## src/rtl/pipelined_control_unit_if.sv

```systemverilog
// Decode-to-control and control-to-execute handshake bundle.
// master: environment side; slave: control unit side.
interface pipelined_control_unit_if #(
  parameter int OPCODE_W = 6,
  parameter int REG_W    = 5
);
  logic                in_valid;
  logic                in_ready;
  logic [OPCODE_W-1:0] opcode;
  logic [OPCODE_W-1:0] funct;
  logic [REG_W-1:0]    rs;
  logic [REG_W-1:0]    rt;
  logic [REG_W-1:0]    rd;
  logic                out_valid;
  logic                out_ready;
  logic                reg_dst;
  logic                branch;
  logic                mem_read;
  logic                mem_to_reg;
  logic                mem_write;
  logic                alu_src;
  logic                reg_write;
  logic [1:0]          alu_op;
  logic [REG_W-1:0]    dest_reg;
  logic                illegal;
  logic                illegal_seen;

  modport master (
    output in_valid, opcode, funct, rs, rt, rd, out_ready,
    input  in_ready, out_valid, reg_dst, branch, mem_read,
    input  mem_to_reg, mem_write, alu_src, reg_write,
    input  alu_op, dest_reg, illegal, illegal_seen
  );

  modport slave (
    input  in_valid, opcode, funct, rs, rt, rd, out_ready,
    output in_ready, out_valid, reg_dst, branch, mem_read,
    output mem_to_reg, mem_write, alu_src, reg_write,
    output alu_op, dest_reg, illegal, illegal_seen
  );
endinterface

```

## src/rtl/pipelined_control_unit.sv

```systemverilog
// Registered control decoder with load-use bubble, MUL stall and flush.
// CU_ILLEGAL_TRAP_EN enables the illegal / illegal_seen trap outputs.
module pipelined_control_unit #(
  parameter int OPCODE_W   = 6,
  parameter int REG_W      = 5,
  parameter int MUL_CYCLES = 3
) (
  input  logic clk,
  input  logic reset,
  input  logic flush,
  pipelined_control_unit_if.slave bus
);

  typedef struct packed {
    logic       reg_dst;
    logic       branch;
    logic       mem_read;
    logic       mem_to_reg;
    logic       mem_write;
    logic       alu_src;
    logic       reg_write;
    logic [1:0] alu_op;
  } ctrl_t;

  localparam logic [OPCODE_W-1:0] OP_RTYPE  = OPCODE_W'(6'h00);
  localparam logic [OPCODE_W-1:0] OP_BEQ    = OPCODE_W'(6'h04);
  localparam logic [OPCODE_W-1:0] OP_ADDI   = OPCODE_W'(6'h08);
  localparam logic [OPCODE_W-1:0] OP_LW     = OPCODE_W'(6'h23);
  localparam logic [OPCODE_W-1:0] OP_SW     = OPCODE_W'(6'h2B);
  localparam logic [OPCODE_W-1:0] FUNCT_MUL = OPCODE_W'(2);

  localparam logic [0:0] S_RUN = 1'b0;
  localparam logic [0:0] S_MUL = 1'b1;

  localparam int CNT_W =
    (MUL_CYCLES > 1) ? $clog2(MUL_CYCLES) : 1;
  localparam logic [CNT_W-1:0] CNT_LOAD =
    CNT_W'(MUL_CYCLES - 1);
  localparam bit MUL_MULTI = (MUL_CYCLES > 1);

  logic [0:0]       state_q, state_d;
  logic [CNT_W-1:0] cnt_q, cnt_d;
  logic             valid_q, valid_d;
  ctrl_t            ctrl_q, ctrl_d;
  logic [REG_W-1:0] dest_q, dest_d;

  ctrl_t            dec;
  logic             dec_illegal;
  logic             rt_used;
  logic             is_rtype;
  logic             hazard;
  logic             in_ready;
  logic             accept;
  logic             is_mul;

  assign is_rtype = (bus.opcode == OP_RTYPE);

  always_comb begin
    dec         = '0;
    dec_illegal = 1'b0;
    rt_used     = 1'b0;
    unique case (1'b1)
      is_rtype: begin
        dec.reg_dst   = 1'b1;
        dec.reg_write = 1'b1;
        dec.alu_op    = 2'b10;
        rt_used       = 1'b1;
      end
      (bus.opcode == OP_LW): begin
        dec.mem_read   = 1'b1;
        dec.mem_to_reg = 1'b1;
        dec.alu_src    = 1'b1;
        dec.reg_write  = 1'b1;
      end
      (bus.opcode == OP_SW): begin
        dec.mem_write = 1'b1;
        dec.alu_src   = 1'b1;
        rt_used       = 1'b1;
      end
      (bus.opcode == OP_BEQ): begin
        dec.branch = 1'b1;
        dec.alu_op = 2'b01;
        rt_used    = 1'b1;
      end
      (bus.opcode == OP_ADDI): begin
        dec.alu_src   = 1'b1;
        dec.reg_write = 1'b1;
      end
      default: dec_illegal = 1'b1;
    endcase
  end

  // Only sources the incoming instruction actually reads can create a hazard.
  always_comb begin
    hazard = 1'b0;
    if (valid_q && ctrl_q.mem_read && (dest_q != '0)) begin
      hazard = (!dec_illegal && (bus.rs == dest_q)) ||
               (rt_used && (bus.rt == dest_q));
    end
  end

  assign in_ready = !flush && !hazard && (state_q == S_RUN) &&
                    (!valid_q || bus.out_ready);
  assign accept   = bus.in_valid && in_ready;
  assign is_mul   = accept && is_rtype && (bus.funct == FUNCT_MUL);

  always_comb begin
    state_d = state_q;
    cnt_d   = cnt_q;
    if (flush) begin
      state_d = S_RUN;
      cnt_d   = '0;
    end else if (state_q == S_MUL) begin
      if (cnt_q <= CNT_W'(1)) begin
        state_d = S_RUN;
        cnt_d   = '0;
      end else begin
        cnt_d = cnt_q - CNT_W'(1);
      end
    end else if (is_mul && MUL_MULTI) begin
      state_d = S_MUL;
      cnt_d   = CNT_LOAD;
    end
  end

  always_comb begin
    valid_d = valid_q;
    ctrl_d  = ctrl_q;
    dest_d  = dest_q;
    if (flush) begin
      valid_d = 1'b0;
    end else if (accept) begin
      valid_d = 1'b1;
      ctrl_d  = dec;
      dest_d  = dec.reg_dst ? bus.rd : bus.rt;
    end else if (valid_q && bus.out_ready) begin
      valid_d = 1'b0;
    end
  end

  always_ff @(posedge clk or negedge reset) begin
    if (!reset) begin
      state_q <= S_RUN;
      cnt_q   <= '0;
      valid_q <= 1'b0;
      ctrl_q  <= '0;
      dest_q  <= '0;
    end else begin
      state_q <= state_d;
      cnt_q   <= cnt_d;
      valid_q <= valid_d;
      ctrl_q  <= ctrl_d;
      dest_q  <= dest_d;
    end
  end

`ifdef CU_ILLEGAL_TRAP_EN
  logic illegal_q, illegal_d;
  logic seen_q, seen_d;

  always_comb begin
    illegal_d = illegal_q;
    seen_d    = seen_q;
    if (!flush && accept) begin
      illegal_d = dec_illegal;
      seen_d    = seen_q || dec_illegal;
    end
  end

  always_ff @(posedge clk or negedge reset) begin
    if (!reset) begin
      illegal_q <= 1'b0;
      seen_q    <= 1'b0;
    end else begin
      illegal_q <= illegal_d;
      seen_q    <= seen_d;
    end
  end

  assign bus.illegal      = illegal_q;
  assign bus.illegal_seen = seen_q;
`else
  assign bus.illegal      = 1'b0;
  assign bus.illegal_seen = 1'b0;
`endif

  assign bus.in_ready   = in_ready;
  assign bus.out_valid  = valid_q;
  assign bus.reg_dst    = ctrl_q.reg_dst;
  assign bus.branch     = ctrl_q.branch;
  assign bus.mem_read   = ctrl_q.mem_read;
  assign bus.mem_to_reg = ctrl_q.mem_to_reg;
  assign bus.mem_write  = ctrl_q.mem_write;
  assign bus.alu_src    = ctrl_q.alu_src;
  assign bus.reg_write  = ctrl_q.reg_write;
  assign bus.alu_op     = ctrl_q.alu_op;
  assign bus.dest_reg   = dest_q;

endmodule

```

## src/flat_wrapper.sv

```systemverilog
// flat-port wrapper written by rule: the top's interface ports become plain ports
module pipelined_control_unit_flat 
#(
  parameter int OPCODE_W   = 6,
  parameter int REG_W      = 5,
  parameter int MUL_CYCLES = 3
)
  (clk, reset, flush, bus_in_valid, bus_opcode, bus_funct, bus_rs, bus_rt, bus_rd, bus_out_ready, bus_in_ready, bus_out_valid, bus_reg_dst, bus_branch, bus_mem_read, bus_mem_to_reg, bus_mem_write, bus_alu_src, bus_reg_write, bus_alu_op, bus_dest_reg, bus_illegal, bus_illegal_seen);
  pipelined_control_unit_if #(.OPCODE_W(OPCODE_W), .REG_W(REG_W)) bus_i ();
  input  logic clk;
  input  logic reset;
  input  logic flush;
  input wire logic [$bits(bus_i.in_valid)-1:0] bus_in_valid;
  input wire logic [$bits(bus_i.opcode)-1:0] bus_opcode;
  input wire logic [$bits(bus_i.funct)-1:0] bus_funct;
  input wire logic [$bits(bus_i.rs)-1:0] bus_rs;
  input wire logic [$bits(bus_i.rt)-1:0] bus_rt;
  input wire logic [$bits(bus_i.rd)-1:0] bus_rd;
  input wire logic [$bits(bus_i.out_ready)-1:0] bus_out_ready;
  output wire logic [$bits(bus_i.in_ready)-1:0] bus_in_ready;
  output wire logic [$bits(bus_i.out_valid)-1:0] bus_out_valid;
  output wire logic [$bits(bus_i.reg_dst)-1:0] bus_reg_dst;
  output wire logic [$bits(bus_i.branch)-1:0] bus_branch;
  output wire logic [$bits(bus_i.mem_read)-1:0] bus_mem_read;
  output wire logic [$bits(bus_i.mem_to_reg)-1:0] bus_mem_to_reg;
  output wire logic [$bits(bus_i.mem_write)-1:0] bus_mem_write;
  output wire logic [$bits(bus_i.alu_src)-1:0] bus_alu_src;
  output wire logic [$bits(bus_i.reg_write)-1:0] bus_reg_write;
  output wire logic [$bits(bus_i.alu_op)-1:0] bus_alu_op;
  output wire logic [$bits(bus_i.dest_reg)-1:0] bus_dest_reg;
  output wire logic [$bits(bus_i.illegal)-1:0] bus_illegal;
  output wire logic [$bits(bus_i.illegal_seen)-1:0] bus_illegal_seen;
  assign bus_i.in_valid = bus_in_valid;
  assign bus_i.opcode = bus_opcode;
  assign bus_i.funct = bus_funct;
  assign bus_i.rs = bus_rs;
  assign bus_i.rt = bus_rt;
  assign bus_i.rd = bus_rd;
  assign bus_i.out_ready = bus_out_ready;
  assign bus_in_ready = bus_i.in_ready;
  assign bus_out_valid = bus_i.out_valid;
  assign bus_reg_dst = bus_i.reg_dst;
  assign bus_branch = bus_i.branch;
  assign bus_mem_read = bus_i.mem_read;
  assign bus_mem_to_reg = bus_i.mem_to_reg;
  assign bus_mem_write = bus_i.mem_write;
  assign bus_alu_src = bus_i.alu_src;
  assign bus_reg_write = bus_i.reg_write;
  assign bus_alu_op = bus_i.alu_op;
  assign bus_dest_reg = bus_i.dest_reg;
  assign bus_illegal = bus_i.illegal;
  assign bus_illegal_seen = bus_i.illegal_seen;
  pipelined_control_unit #(.OPCODE_W(OPCODE_W), .REG_W(REG_W), .MUL_CYCLES(MUL_CYCLES)) u_core (.clk(clk), .reset(reset), .flush(flush), .bus(bus_i));
endmodule
```

## config.mk

```make
export PLATFORM = sky130hd
export DESIGN_NAME = pipelined_control_unit_flat
export DESIGN_NICKNAME = d
export VERILOG_FILES = /design/src/rtl/pipelined_control_unit_if.sv /design/src/rtl/pipelined_control_unit.sv /design/src/flat_wrapper.sv
export SDC_FILE = /design/constraint.sdc
export NUM_CORES = 1
export LEC_CHECK = 0
export ABC_CLOCK_PERIOD_IN_PS = 2000
export CAP_MARGIN = 10
export CORE_AREA = 3 3 59 61
export DETAILED_ROUTE_END_ITERATION = 7
export DIE_AREA = 0 0 62 64
export PLACE_DENSITY = 0.83
export SYNTH_ARGS = -nofsm -noshare
export SYNTH_HDL_FRONTEND = slang
export SYNTH_SLANG_ARGS = --single-unit
```

## constraint.sdc

```tcl
create_clock -name clk -period 2 [get_ports clk]
set_input_delay 0.2 -clock clk [delete_from_list [all_inputs] [get_ports clk]]
set_output_delay 0.2 -clock clk [all_outputs]
set_load 0.1 [all_outputs]
```

Word-level counts from Yosys, hierarchy flattened
Cells that the tools add are included.
Word-level totals
  bits of input ports: 32
  bits in latches: 0
  word-level logic and storage cells: 69
  memory bits (writable): 0
  register bits after elaboration: 18
  output and inout port bits: 18
  memories kept: 0
  ROM bits: 0
Operators by class
  divide/modulo/power cells: 0
  $lt $le $gt $ge: 1
  reductions and logical operators: 25
  bitwise operators: 2
  muxes and demuxes: 21
  add/subtract/negate cells: 1
  equal/unequal tests: 7
  multipliers: 0
  shift-type cells: 0
Operator list (count)
  $mux W1: 14
  $eq A6 B6 Y1 const B: 2
  $logic_and A1 B1 Y1: 11
  $eq A5 B5 Y1: 2
  $mux W2: 5
  $reduce_or A3 Y1: 3
  $eq A6 B2 Y1 const B: 1
  $eq A6 B3 Y1 const B: 1
  $eq A6 B4 Y1 const B: 1
  $logic_not A6 Y1: 1
  $reduce_bool A3 Y1: 2
  $mux W5: 1
  $reduce_bool A5 Y1: 1
  $reduce_or A5 Y1: 1
  $pmux W2 S2: 1
  $logic_not A1 Y1: 3
  $le A2 B1 Y1 const B: 1
  $logic_or A1 B1 Y1: 2
  $not A1 Y1: 2
  $reduce_and A2 Y1: 1
  $sub A2 B1 Y2 const B: 1

Logic depth before layout (Yosys ltp)
Gate-level depths: netlist (run 1).
  depth in word-level cells: 16
  gate-level depth with buffers: 7
  mapped depth without buffers: 5

Worst setup path before layout (run 1)
OpenSTA, ideal clock, no wires.
  kind: flip-flop to flip-flop
  start point: register u_core.dest_q[0], in the netlist u_core.bus.dest_reg[0]
  end point: register u_core.dest_q[1], in the netlist u_core.bus.dest_reg[1]
  data required time: 1.873 ns
  arrival: 2.484 ns
  cell stages (with the launch flop): 8
  path buffers: 2
  setup time: 0.127 ns
  slack: -0.610 ns
  path through: dfrtp_1 -> or4_1 -> o2111a_1 -> nand4b_1 -> and4_1 -> buf_6 -> buf_12 -> mux2_4
Between the ends
  word-level cells in the longest chain between the ends: 10
  elaborated cells on any way between the ends: 14
  classes of those cells: 2 x eq/ne; 1 x mux; 11 x reduce/logical
Ends and longest elaborated chain
  start, declared: RTL line pipelined_control_unit.sv:45  | logic [REG_W-1:0] dest_q, dest_d;
  start signal, assigned: RTL line pipelined_control_unit.sv:153  | dest_q <= dest_d;
  $eq A5 B5 Y1, on equally long branches: RTL line pipelined_control_unit.sv:97, pipelined_control_unit.sv:98
  $logic_and A1 B1 Y1, on equally long branches: RTL line pipelined_control_unit.sv:97, pipelined_control_unit.sv:98
  $logic_or A1 B1 Y1: RTL line pipelined_control_unit.sv:97  | hazard = (!dec_illegal && (bus.rs == dest_q)) ||
  $mux W1 *: RTL line pipelined_control_unit.sv:96  | if (valid_q && ctrl_q.mem_read && (dest_q != '0)) begin
  $logic_not A1 Y1 *: RTL line pipelined_control_unit.sv:102  | assign in_ready = !flush && !hazard && (state_q == S_RUN) &&
  $logic_and A1 B1 Y1 * (3 in series): RTL line pipelined_control_unit.sv:102
  $logic_and A1 B1 Y1 *: RTL line pipelined_control_unit.sv:104  | assign accept = bus.in_valid && in_ready;
  $reduce_and A2 Y1 (no line) *
Mark *: on every way between the ends. The rest lies on a longest branch, timed or not.
A chain may end at the register's enable or synchronous reset.

Final worst setup path (run 1)
  start point: register u_core.dest_q[3], in the netlist u_core.bus.dest_reg[3]
  end point: output port bus_in_ready
Between the ends
  word-level cells in the longest chain between the ends: 8
  elaborated cells on any way between the ends: 12
  classes of those cells: 2 x eq/ne; 1 x mux; 9 x reduce/logical
Ends and longest elaborated chain
  $eq A5 B5 Y1, on equally long branches: RTL line pipelined_control_unit.sv:97, pipelined_control_unit.sv:98
  $logic_and A1 B1 Y1, on equally long branches: RTL line pipelined_control_unit.sv:97, pipelined_control_unit.sv:98
  $logic_or A1 B1 Y1: RTL line pipelined_control_unit.sv:97
  $mux W1 *: RTL line pipelined_control_unit.sv:96
  $logic_not A1 Y1 *: RTL line pipelined_control_unit.sv:102
  $logic_and A1 B1 Y1 * (3 in series): RTL line pipelined_control_unit.sv:102
  end, declared: RTL line flat_wrapper.sv:20  | output wire logic [$bits(bus_i.in_ready)-1:0] bus_in_ready;
Marks and branches as above.

==> parameters.txt, run 1 <==
Parameter                              Value

Status
  Status    complete, but fails checks
  Violated checks    setup timing

Synth
  Avg Cell Area, Syn    around 11 um^2
  Post-synth EDFFs    0
  Async set-or-reset flop fraction in the synthesized netlist    100%
  Share of synthesized area occupied by flip-flops and latches    between 40% and 50%
  Synth cell count leaders    dfrtp_1 (17), mux2_2 (13), xor2_1 (10)
  Synth top area share    40.5%
  Post-Synthesis Cells    93
  Area of the mapped netlist    around 1000 um^2
  Most common cell in the netlist    dfrtp_1
  Yosys Warn Count    0
  Post-synthesis cell type with the largest combined area    dfrtp_1
  Post-synthesis register bit count    17
  Top post-synthesis cells by area    dfrtp_1 (41%), mux2_2 (14%), xor2_1 (8.3%)
  Synth unique cells    35
  Top_reg_cell synth    dfrtp_1

Detailed routing
  Antenna-violating nets left    0
  Number of remaining DRC errors    0
  Avg WL per Cell    between 10 and 15 um
  Via count    941
  Pre-antenna DRT Iters    3
  Vias per cell    4.78
  Violation count after the first detailed-route iteration    31
  Total wire length after detailed routing    slightly below 3000 um

Die
  Die Span Y    64 um
  Count of boundary I/O pins    50
  Initial core utilization    a little over a third
  Die width    62 um
  Number of placement rows    20
  Area of the core    3030 um^2
  Die Outline Area    around 4000 um^2

Setup path
  Type of the worst setup path    reg -> out
  Required time at the worst-slack endpoint    1.80 ns
  Arrival time worst endpoint    2.07 ns
  Startpoint Class    flip-flop
  Kind of end point of the critical path    output port
  Critical path peak fanout    2

Place
  Final weighted congestion of routability-driven global placement    ~0.75
  Number of buffer cells added on primary ports    47
  Placed insts    between 150 and 200
  HPWL after detailed placement    about 2100 um

Clocking
  H-tree depth    1
  Clock-pin slew reported for the worst setup and hold paths after clock tree synthesis    0.10 ns
  CTS tree    done
  Hold bufs inserted after CTS    0
  Worst-Skew Late Latency    about 0.28 ns
  Number of buffers on the longest clock path    2
  Cell at the root of the clock tree    clkbuf_4
  Total number of clock tree sinks    17
  CTS Buf Count    3

Pwr
  Post-layout power    1.06 mW
  P per Cell Area    roughly 610 nW/um^2
  Static leakage power    between 0.7 and 0.8 nW
  Worst VDD drop    about 0.34 mV

Layout
  Number of standard cells in the layout, taps in and fillers out    197
  Final-layout fill cell count    260
  Antenna diodes    0
  Number of flip-flops in the largest register    5
  Share of layout cells above drive strength 1    around 41%
  Nets@finish    186
  Layout area overhead    66.4%

Global route
  Initial antenna violation count    0
  Vias in the first global route    between 900 and 1000
  Overflow left after global routing    0
  Pin count of the biggest net entering global routing    18
  GRT Overall Usage    around 14%
  Global-route wire length before repair    approximately 4300 um

Timing
  Fmax achieved    between 400 and 500 MHz
  Worst-margin pin slew    approximately 0.76 ns
  Final hold violation count    0
  Worst clock skew    0.00705 ns
  Slew Limit Fails    0
  RSZ-0062 raised after global routing    yes
  Minimum clock period    2.27 ns
  Minimum setup slack in the final design    -0.268 ns
  Worst slew margin relative to its limit    approximately 50%
  Period Utilization, post-route    113%
  Final setup violation count    18

Worst hold path
  Tightest Hold Check Type    in -> async

Job
  Total of max-cap violations    0
[cell usage in the layout, fill, tap and decap left out, types with 2 or more instances in the layout]
cell type        count
buf_12               2
mux2i_1              3
clkdlybuf4s50_1     31
clkbuf_4             3
conb_1               2
xor2_1              10
nor3_1               3
mux2_2               6
inv_1                5
nor2_1               4
mux2_4              10
buf_4               23
dfrtp_1             11
nor4_1               2
dfrtp_4              2
a21boi_0             2
nor2b_1              2
dfrtp_2              4
nand2_1              3
buf_6                2
[critical path, cell delays in order (launching register included)]
cell and delay (ns):
dfrtp_4 0.49, or4_4 0.52, o2111a_1 0.28, nand4b_1 0.12
and3_4 0.20, buf_12 0.17
[path summary, 6_finish.rpt]
| kind | startpoint | end | slack [ns] | cells past startpoint |
|---|---|---|---|---|
| worst max register to register | u_core.bus.dest_reg[3] | u_core.bus.alu_op[0] | -0.26 | 6 |
| max in group asynchronous | reset | u_core.bus.dest_reg[3] | 1.09 | 1 |
| min in group clk | u_core.bus.mem_write | u_core.bus.mem_write | 0.53 | 1 |
| worst min-delay path | reset | u_core.cnt_q[1] | 0.36 | 1 |
| worst min register to register | u_core.bus.mem_write | u_core.bus.mem_write | 0.53 | 1 |
| worst max-delay path | u_core.bus.dest_reg[3] | bus_in_ready | -0.27 | 5 |
[repair_timing]
action	in CTS	in global routing
gates cloned	0	1
endpoints found under the setup margin	17	18
buffers inserted	2	1
pin swaps	4	3
resized for setup	3	16
[logic make-up after synthesis]
| kind of cell | Yosys count | share of synthesized area (%) |
|---|---|---|
| AOI/OAI and AO/OA | 10 | 7.75 |
| xor gates and xnor gates | 10 | 8.34 |
| buffers and inverters | 10 | 6.91 |
| DFF | 17 | 40.5 |
| muxes | 19 | 21.1 |
| other | 1 | 0.357 |
| and+or+nand+nor | 26 | 15.0 |
[power by group]
| group | total [mW] | internal, mW | switching, mW |
|---|---|---|---|
| clock network | 0.178 | 0.0773 | 0.101 |
| logic | 0.496 | 0.193 | 0.303 |
| registers | 0.391 | 0.372 | 0.0190 |
| total | 1.06 | 0.642 | 0.422 |
[area by class of cell]
cell class	instances	area, um^2	area share, %
Multi-Input combinational cell	67	623	35.7
Timing Repair Buffer	60	586	33.5
Sequential cell	17	438	25.1
Tap cell	44	55.1	3.15
Clock buffer	4	26.3	1.50
Inverter	5	18.8	1.07
[metrics by stage]
step | setup TNS (ns) | hold WS (ns) | util [%] | cell area, um^2 | worst slack [ns]
after detailed placement | -3.01 | 0.513 | 52.5 | 1590 | -0.237
after CTS | -3.37 | 0.385 | 54.3 | 1650 | -0.262
final | -3.77 | 0.356 | 57.7 | 1750 | -0.268
after global placement | -2.22 | 0.498 | 52.5 | 1590 | -0.203
after global routing | -4.46 | 0.424 | 57.7 | 1750 | -0.320
after floorplan | -4.43 | -0.0956 | - | 1070 | -0.370
[layer usage]
layer	part of all wire [%]	wire (um)	track usage, %
met1	42	1240	18.1
met2	51	1490	23.4
met3	6.2	180	2.83
met4	0.51	15	3.98
met5	0	0	0
(Power assumes the default switching activity.)
==> run 2, diff against run 1 <==
--- a/config.mk
+++ b/config.mk
@@ -8,8 +8,8 @@
 export ABC_CLOCK_PERIOD_IN_PS = 2000
 export CAP_MARGIN = 10
-export CORE_AREA = 3 3 59 61
+export CORE_AREA = 3 3 54 66
 export DETAILED_ROUTE_END_ITERATION = 7
-export DIE_AREA = 0 0 62 64
-export PLACE_DENSITY = 0.83
+export DIE_AREA = 0 0 57 69
+export PLACE_DENSITY = 0.84
 export SYNTH_ARGS = -nofsm -noshare
 export SYNTH_HDL_FRONTEND = slang
==> constraint.sdc (replaced) <==
create_clock -name clk -period 2 [get_ports clk]
set_input_delay 0.2 -clock clk [delete_from_list [all_inputs] [get_ports clk]]
set_output_delay 0.2 -clock clk [all_outputs]
set_load 0.005 [all_outputs]
==> run 2 against run 1 <==
Effect of this change:
- the run still ends with setup timing left
- final cell count shrank 3.0%
- via count fell by 0.11%
- critical path depth rose by 1
- hold slack better by 0.0033 ns
- routed wire length shrank 0.45%
- power down 18%
- register-to-register slack better by 0.09 ns
- critical path type is now reg -> reg
==> parameters.txt, run 2 (synthesis results as in run 1) <==
Parameter                              Value

Die
  Count of boundary I/O pins    50 (unchanged)
  Initial core utilization    34.7% (unchanged)
  Die Span Y    69 um (+7.8%)
  Die width    57 um (-8.1%)
  Die Outline Area    3930 um^2 (-0.88%)
  Area of the core    3030 um^2 (unchanged)
  Number of placement rows    22 (+10%)

Layout
  Layout area overhead    64.4%
  Storage element area    425 um^2 (-2.9%)
  Most frequent cells in the layout    clkdlybuf4s50_1 (46), dfrtp_1 (17), buf_4 (11)
  Final-layout fill cell count    262 (+0.77%)
  Number of flip-flops in the largest register    5 (unchanged)
  Antenna diodes    0 (unchanged)
  Share of layout cells above drive strength 1    27.7% (-13 points)
  Nets@finish    188 (+1.1%)
  Most common library cell in the layout ignoring fill and taps    clkdlybuf4s50_1
  Total area of multi-input combinational cells    603 um^2 (-3.2%)

Place
  Final weighted congestion of routability-driven global placement    0.780 (+4.4%)
  HPWL after detailed placement    2130 um (+3.6%)
  Setup slack at placement    -0.199 ns (+0.0383 ns)
  Number of buffer cells added on primary ports    47 (unchanged)

Timing
  Final hold violation count    0 (unchanged)
  RSZ-0062 raised after global routing    yes
  Worst-margin pin slew    0.775 ns (+0.0163 ns)
  Period Utilization, post-route    109% (-4.8 points)
  Minimum setup slack in the final design    -0.173 ns (+0.0951 ns)
  Fmax achieved    460 MHz (+4.4%)
  Final setup violation count    18 (unchanged)
  Slew Limit Fails    0 (unchanged)
  Worst slew margin relative to its limit    48.2% (-1.1 points)
  Minimum clock period    2.17 ns (-0.0951 ns)
  Worst clock skew    0.0123 ns (+0.00525 ns)

Pwr
  P per Cell Area    503 nW/um^2 (-17%)
  Static leakage power    0.740 nW (-3.7%)
  Worst VDD drop    0.367 mV (+9.1%)
  Post-layout power    868 uW (-18%)

Global route
  Global-route wire length before repair    4750 um (+12%)
  Pin count of the biggest net entering global routing    18 (unchanged)
  Initial antenna violation count    0 (unchanged)
  Overflow left after global routing    0 (unchanged)
  GRT Overall Usage    15.0% (+0.90 points)
  Vias in the first global route    992 (+1.2%)

Detailed routing
  Antenna-violating nets left    0 (unchanged)
  Vias per cell    4.92 (+3.0%)
  Number of remaining DRC errors    0 (unchanged)
  Pre-antenna DRT Iters    4 (+1)
  Total wire length after detailed routing    2900 um (-0.45%)
  Violation count after the first detailed-route iteration    26 (-16%)
  Via count    940 (-0.11%)
  Avg WL per Cell    15.2 um (+2.7%)

Clocking
  Number of buffers on the longest clock path    2 (unchanged)
  CTS tree    done
  Clock-pin slew reported for the worst setup and hold paths after clock tree synthesis    0.10 ns (about the same)
  Hold bufs inserted after CTS    0 (unchanged)
  CTS Buf Count    3 (unchanged)
  H-tree depth    1 (unchanged)
  Cell at the root of the clock tree    clkbuf_4
  Total number of clock tree sinks    17 (unchanged)
  Worst-Skew Late Latency    0.28 ns (about the same)

Setup path
  Required time at the worst-slack endpoint    2.16 ns (+0.36 ns)
  Arrival time worst endpoint    2.34 ns (+0.27 ns)
  Critical path peak fanout    7 (+5)
  Type of the worst setup path    reg -> reg
  Kind of end point of the critical path    flip-flop
  Startpoint Class    flip-flop

Status
  Status    complete, but fails checks
  Violated checks    setup timing

Job
  Total of max-cap violations    0 (unchanged)

Worst hold path
  Tightest Hold Check Type    in -> async
==> run 2: cell types whose count changed in the layout (fill, tap and decap cells not counted), sizes merged <==
cell / before / now
clkbuf: 5 / 4
clkdlybuf4s50: 31 / 46
buf: 28 / 16
==> run 2: report_power, final <==
part / internal [mW] / switching (mW) / leakage, nW
clock: 0.0773 / 0.101 / 0.0150
combinational: 0.195 / 0.111 / 0.500
sequential: 0.365 / 0.0177 / 0.225
total: 0.638 / 0.230 / 0.740
==> run 2: layer usage <==
layer	GRT usage (%)	routed length (um)	vias to the layer above
li1	-	-	454
met1	19.7	1220	452
met2	24.4	1510	32
met3	3.37	158	2
met4	4.64	16	0
met5	0	0	-
==> run 2: cell type report <==
class,instances,share of cell area [%]
Inverter,5,1.09
Multi-Input combinational cell,67,35.0
Clock buffer,4,1.52
Tap cell,36,2.61
Sequential cell,17,24.7
Timing Repair Buffer,62,35.2
==> run 2: path summary, 6_finish.rpt <==
path,end,slack [ns],cells past startpoint,from
setup / recovery,u_core.bus.dest_reg[1],-0.17,6,u_core.bus.dest_reg[3]
hold / removal,u_core.cnt_q[0],0.36,1,reset
min in group clk,u_core.bus.mem_write,0.52,1,u_core.bus.mem_write
hold reg to reg,u_core.bus.mem_write,0.52,1,u_core.bus.mem_write
max in group asynchronous,u_core.cnt_q[1],1.15,1,reset
setup reg to reg,u_core.bus.dest_reg[1],-0.17,6,u_core.bus.dest_reg[3]
==> run 2: stage by stage <==
step | area, um^2 | instances | utilization, % | TNS (ns) | hold slack, ns
3_5_place_dp | 1610 | 184 | 53.0 | -2.38 | 0.500
2_1_floorplan | 1050 | 94 | - | -0.747 | -0.0956
5_1_grt | 1730 | 191 | 57.0 | -3.78 | 0.423
6_report | 1730 | 191 | 57.0 | -2.44 | 0.360
4_1_cts | 1700 | 190 | 56.1 | -1.84 | 0.380
3_3_place_gp | 1610 | 184 | 53.0 | -1.72 | 0.497
==> run 2: worst max-delay path, stage by stage, from the launching register on <==
cell      delay (ns)
dfrtp_1         0.39
or4_4           0.53
o2111a_1        0.27
nand4b_1        0.14
and4_4          0.28
buf_8           0.14
mux2_4          0.30
==> run 2: repair_timing <==
item,CTS,global route
resized for setup,18,5
buffers inserted,2,1
pin swaps,3,4
endpoints found under the setup margin,15,18
gates cloned,0,0
hold endpoints to repair,0,0
==> patch 1: new RTL, settings of run 1 <==
`OPCODE_W` is set to 6 in 3 places; all go to 3.
--- a/src/rtl/pipelined_control_unit_if.sv
+++ b/src/rtl/pipelined_control_unit_if.sv
@@ -3,3 +3,3 @@
 interface pipelined_control_unit_if #(
-  parameter int OPCODE_W = 6,
+  parameter int OPCODE_W = 3,
   parameter int REG_W    = 5
--- a/src/rtl/pipelined_control_unit.sv
+++ b/src/rtl/pipelined_control_unit.sv
@@ -3,3 +3,3 @@
 module pipelined_control_unit #(
-  parameter int OPCODE_W   = 6,
+  parameter int OPCODE_W   = 3,
   parameter int REG_W      = 5,
--- a/src/flat_wrapper.sv
+++ b/src/flat_wrapper.sv
@@ -3,3 +3,3 @@
 #(
-  parameter int OPCODE_W   = 6,
+  parameter int OPCODE_W   = 3,
   parameter int REG_W      = 5,
Ports: changed (resized bus_funct and bus_opcode); port bits go from 50 to 44. No check against the original RTL was run, so the function may have changed too.
==> patch 1 against run 1 <==
  * Sequential cell count fell by 3
  * Worst setup slack improved by 300 ps
  * Power rose by 13%
  * Maximum frequency rose by 15%
  * Worst hold slack got worse by 40 ps
  * Combinational power rose by 31%
  * Die area did not move
  * Wire length fell by 19%
  * Cell area fell by 16%
  * Area after synthesis fell by 11%
  * Critical path type unchanged
==> patch 1: results (changes against run 1) <==
Cells and area
  • Share of layout cells above drive strength 1: 49.2% (was 41.2%)
  • Max reg flops: 5 (unchanged)
  • Fin nets: 155 (was 186)
  • # diodes: 0 (unchanged)

Global route
  • First-pass GRT wire length: 3.55 mm (was 4.26 mm)
  • Vias in the first global route: 818 (was 980)
  • Largest net degree at the start of global routing: 15 (was 18)
  • GR Util All Layers: 11.7% (was 14.1%)
  • Initial antenna violation count: 0 (unchanged)

Critical path
  • Slowest CP cell: dfrtp_4 (was or4_4)
  • Critical Path Fanout Max: 5 (was 2)
  • Worst R2R Start: u_core.bus.out_valid$_DFFE_PN0P_ (was u_core.bus.dest_reg[3]$_DFFE_PN0P_)
  • Slowest stage delay, CP: 530 ps
  • Worst R2R Path Depth: 4 (was 6)
  • Reg-to-reg slack, setup: 40 ps (was -260 ps)
  • Data arrival, critical path: 1760 ps (was 2070 ps)
  • Reg2reg end: u_core.bus.alu_op[1]$_DFFE_PN0P_ (was u_core.bus.alu_op[0]$_DFFE_PN0P_)

Clock tree
  • Number of CTS-inserted buffers: 3 (unchanged)
  • Clk Latency, worst-skew pair: 270 ps
  • H-tree Lvls: 1 (unchanged)
  • Bufs on Longest Clock Path: 2 (unchanged)
  • Clock-pin slew of the registers on the worst-case setup and hold paths: 90 ps

Routing
  • Vias: 785 (was 941)
  • DRT Pass-1 Iters: 4 (was 3)
  • Wire per inst: 13.8 um (was 14.8 um)
  • Drt first-iter violations: 25 (was 31)
  • Vias/cell: 4.56 (was 4.78)

Synthesis
  • Mean post-synth cell area: 11.4 sq um (was 11.3 sq um)
  • Top cells by area, synth: dfrtp_1 (38%), mux2_4 (13%), xor2_1 (9.4%), mux2_2 (7.3%), buf_4 (4.8%) (was dfrtp_1 (41%), mux2_2 (14%), xor2_1 (8.3%), mux2_4 (4.3%), mux2i_1 (2.9%))
  • Sequential share of the synthesized area: 37.6% (was 40.5%)
  • Number of distinct library cells after synthesis: 25 (was 35)
  • Commonest cells in the netlist: dfrtp_1 (14), xor2_1 (10), mux2_4 (8), nor2_1 (7) (was dfrtp_1 (17), mux2_2 (13), xor2_1 (10), inv_1 (5), nor2_1 (4))
  • Yosys warnings: 0 (unchanged)

Pwr
  • Leakage: 0.623 nW (was 0.768 nW)
  • Max VDD drop: 0.237 mV (was 0.336 mV)

Placement
  • Placed Instances: 167 (was 189)
  • Placed cell areas: 1390 sq um (was 1590 sq um)
  • HPWL after DPL: 1.81 mm (was 2.06 mm)
  • Port Buffer Count: 41 (was 47)
  • RePlAce Congestion: 0.738 (was 0.747)

Timing
  • Rel. slew slack: 57.0% (was 49.3%)
  • Clock skew: 2.14 ps (was 7.05 ps)

Status
  • Status: finished clean (was finished, violations left)
-- patch 1: power breakdown --
| part | total [mW] | switching, mW | internal (mW) |
|---|---|---|---|
| registers | 0.384 | 0.0533 | 0.330 |
| logic | 0.650 | 0.443 | 0.207 |
| clock network | 0.168 | 0.0912 | 0.0772 |
-- patch 1: cell families (layout without fill, tap and decap cells) --
kind of cell	Yosys count	count (layout)	share of synthesized area (%)
simple gates	22	22	14.4
mux	16	16	22.3
flops	14	14	37.6
xor+xnor	10	10	9.41
buf+inv	10	55	8.20
compound gates	9	9	7.66
other cells	1	2	0.403
-- patch 1: cell type report --
cell class | instances | area [sq um]
Tap cell | 44 | 55.1
Clock buffer | 4 | 26.3
Multi-Input combinational cell | 59 | 562
Inverter | 3 | 11.3
Timing Repair Buffer | 48 | 435
Fill cell | 271 | 1560
Sequential cell | 14 | 374
-- patch 1: how the worst max path moves through the flow --
| stage | startpoint | endpoint | slack [ps] | depth (start not counted) |
|---|---|---|---|---|
| 2_1_floorplan | u_core.bus.dest_reg[2]$_DFFE_PN0P_ | bus_in_ready | -490 | 5 |
| 3_3_place_gp | bus_out_ready | u_core.bus.alu_op[1]$_DFFE_PN0P_ | -70 | 5 |
| 3_5_place_dp | bus_out_ready | u_core.bus.alu_op[1]$_DFFE_PN0P_ | -100 | 5 |
| 4_1_cts | u_core.bus.dest_reg[4]$_DFFE_PN0P_ | bus_in_ready | 10 | 6 |
| 5_1_grt | u_core.bus.dest_reg[0]$_DFFE_PN0P_ | bus_in_ready | -60 | 6 |
| 6_report | u_core.bus.dest_reg[0]$_DFFE_PN0P_ | bus_in_ready | 40 | 6 |
-- patch 1: worst max-delay path, delay by kind of cell (launching register included) --
kind                   cells  cell delay, ps
buffers and inverters      1             210
AND/OR/NAND/NOR            3             360
AO/OA/AOI/OAI              1             230
flip-flops                 1             530
XOR/XNOR                   1             170
-- patch 1: what timing repair did --
item | 4_1_cts | 5_1_grt
pin swaps | 2 | 0
hold endpoints to repair | 0 | 0
buffers inserted | 1 | 0
endpoints found under the setup margin | 1 | 1
gates resized for setup | 0 | 6
-- patch 1: stage by stage --
stage | hold WS (ps) | setup WS (ps) | TNS (ps)
after global routing | 362 | -55.6 | -55.8
after detailed placement | 497 | -105 | -727
final | 317 | 35.0 | 0
after floorplan | -95.6 | -492 | -980
after global placement | 499 | -67.3 | -338
after CTS | 342 | 13.6 | 0
-- patch 1: layer usage --
metal,track usage (%),vias to the layer above,wire length [um]
li1,-,363,-
met1,12.9,390,865
met2,21.5,28,1310
met3,3.84,4,163
met4,1.59,0,31
met5,0,-,0
==> patch 2: new RTL, settings of run 1 <==
Made on the original files. The option `CU_ILLEGAL_TRAP_EN` is turned on by a define.
--- a/src/rtl/pipelined_control_unit.sv
+++ b/src/rtl/pipelined_control_unit.sv
@@ -2,2 +2,4 @@
 // CU_ILLEGAL_TRAP_EN enables the illegal / illegal_seen trap outputs.
+`define CU_ILLEGAL_TRAP_EN
+
 module pipelined_control_unit #(
Check against the original RTL: not equivalent (Yosys sat finds a counterexample within 4 cycles, from zero or initial values and one cycle with reset low).
==> patch 2 against run 1 <==
  * The run still ends with setup timing left
  * Clock skew is 2.8 ps higher
  * Critical path type unchanged
  * Sequential share of layout area is 0.94 points higher
  * Maximum frequency is 3.9% higher
  * Area after synthesis is 6.6% higher
  * Cell area is 9.3% higher
  * Count of clock-buffer cells in the layout is 1 lower
  * Global-route usage is 4.1 points higher
  * Largest cell class unchanged
  * Power is 14% higher
  * Wire length is 13% higher
  * Worst setup slack better by 85 ps
  * Sequential cell count is 2 higher
==> patch 2: results (changes against run 1) <==
Pwr
  • Max VDD drop: 0.369 mV (was 0.336 mV)
  • Leakage: 0.836 nW (was 0.768 nW)
  • Switching power: 0.501 mW (was 0.422 mW)

Status
  • Status: finished, violations left (unchanged)
  • Failing checks: setup timing (unchanged)

Placement
  • HPWL after DPL: 2.70 mm (was 2.06 mm)
  • Port Buffer Count: 49 (was 47)
  • RePlAce Congestion: 0.882 (was 0.747)

Global route
  • First-pass GRT wire length: 5.49 mm (was 4.26 mm)
  • Initial antenna violation count: 0 (unchanged)
  • Largest net degree at the start of global routing: 20 (was 18)
  • GR Util All Layers: 18.3% (was 14.1%)
  • Vias in the first global route: 1216 (was 980)

Synthesis
  • Main combinational cell family by area after synthesis: simple AND/OR/NAND/NOR gates (was multiplexers)
  • Yosys warnings: 0 (unchanged)
  • Synth Flop Type: dfrtp_1 (unchanged)
  • Mux contribution to synthesized area: 12.8% (was 21.1%)
  • Syn Nets: 143
  • Synth Area in Compound Gates: 10.6% (was 7.75%)
  • Sequential share of the synthesized area: 42.5% (was 40.5%)
  • Commonest cells in the netlist: nand2_1 (20), dfrtp_1 (19), mux2_2 (10), xnor2_1 (6), nor2_1 (5) (was dfrtp_1 (17), mux2_2 (13), xor2_1 (10), inv_1 (5), nor2_1 (4))
  • Post-Synth XOR/XNOR Area: 7.83% (was 8.34%)
  • Number of distinct library cells after synthesis: 37 (was 35)
  • Top cells by area, synth: dfrtp_1 (43%), mux2_2 (10%), nand2_1 (6.7%), xnor2_1 (4.7%), xor2_1 (3.1%) (was dfrtp_1 (41%), mux2_2 (14%), xor2_1 (8.3%), mux2_4 (4.3%), mux2i_1 (2.9%))

Routing
  • Wire per inst: 14.6 um (was 14.8 um)
  • Drt first-iter violations: 29 (was 31)
  • DRT Pass-1 Iters: 5 (was 3)
  • Vias/cell: 4.97 (was 4.78)

Critical path
  • Reg-to-reg slack, setup: -100 ps (was -260 ps)
  • Critical Path Fanout Max: 5 (was 2)
  • Data arrival, critical path: 1980 ps (was 2070 ps)
  • Slowest CP cell: dfrtp_4 (was or4_4)
  • Slowest stage delay, CP: 540 ps (was 520 ps)

Clock tree
  • Root buf cell: clkbuf_4 (unchanged)
  • Clk Latency, worst-skew pair: 300 ps (was 280 ps)

Timing
  • Setup tns final: -1120 ps (was -3770 ps)
  • PnR worst setup slack: -183 ps (was -268 ps)
  • Setup violators final: 16 (was 18)
  • Clock skew: 9.84 ps (was 7.05 ps)
  • Rel. slew slack: 74.2% (was 49.3%)

Cells and area
  • FILL cells: 233 (was 260)
  • Share of layout cells above drive strength 1: 41.8% (was 41.2%)
  • Fin nets: 215 (was 186)
patch 2: timing repair:
action / in CTS / in global routing
pin swaps: 7 / 2
setup buffers: 2 / 1
setup endpoints to repair: 16 / 18
resized for setup: 17 / 6
patch 2: metrics by stage:
stage / setup slack, ps / instance area (sq um) / hold slack [ps] / utilization, % / instances
after global placement: -355 / 1780 / 459 / 58.6 / 219
after floorplan: -213 / 1150 / -95.6 / - / 111
after CTS: -203 / 1860 / 214 / 61.6 / 225
after detailed placement: -428 / 1780 / 461 / 58.6 / 219
final: -183 / 1910 / 218 / 63.1 / 226
after global routing: -242 / 1910 / 245 / 63.1 / 226
patch 2: cells by family (layout without fill, tap and decap cells):
family | after synthesis | after routing
buffers and inverters | 7 | 78
multiplexers | 13 | 13
XOR/XNOR | 10 | 10
AND/OR/NAND/NOR | 46 | 46
flip-flops | 19 | 19
AO/OA/AOI/OAI | 16 | 16
patch 2: final timing paths:
path / endpoint / start / cells past startpoint
worst max-delay path: bus_in_ready / u_core.bus.dest_reg[3]$_DFFE_PN0P_ / 6
worst min-delay path: u_core.bus.alu_src$_DFFE_PN0P_ / reset / 2
worst max register to register: u_core.bus.illegal$_DFFE_PN0P_ / u_core.bus.dest_reg[3]$_DFFE_PN0P_ / 7
worst min register to register: u_core.bus.illegal_seen$_DFFE_PN0P_ / u_core.bus.illegal_seen$_DFFE_PN0P_ / 1
max in group asynchronous: u_core.bus.dest_reg[1]$_DFFE_PN0P_ / reset / 2
min in group clk: u_core.bus.alu_op[0]$_DFFE_PN0P_ / bus_opcode[2] / 4
patch 2: power by group through the flow:
stage / Clock, mW / Sequential, mW / Combinational (mW)
after detailed placement: 0 / 0.464 / 0.539
after global routing: 0.220 / 0.467 / 0.588
after floorplan: 0 / 0.666 / 0.132
final: 0.192 / 0.461 / 0.563
after CTS: 0.201 / 0.458 / 0.553
after global placement: 0 / 0.463 / 0.529
patch 2: per-layer routing:
metal | track usage, % | routed length [um] | vias up
li1 | - | - | 538
met1 | 22.3 | 1330 | 537
met2 | 30.6 | 1750 | 40
met3 | 2.63 | 137 | 8
met4 | 8.22 | 84 | 0
met5 | 0 | 0 | -
patch 2: layout make-up:
type                       count  area (sq um)  area share (%)
multi-input combinational     85           683            35.8
timing repair buffer          70           632            33.1
sequential                    19           497            26.0
tap                           44          55.1            2.88
clock buffer                   3          22.5            1.18
inverter                       4          15.0           0.786
clock inverter                 1          5.00           0.262
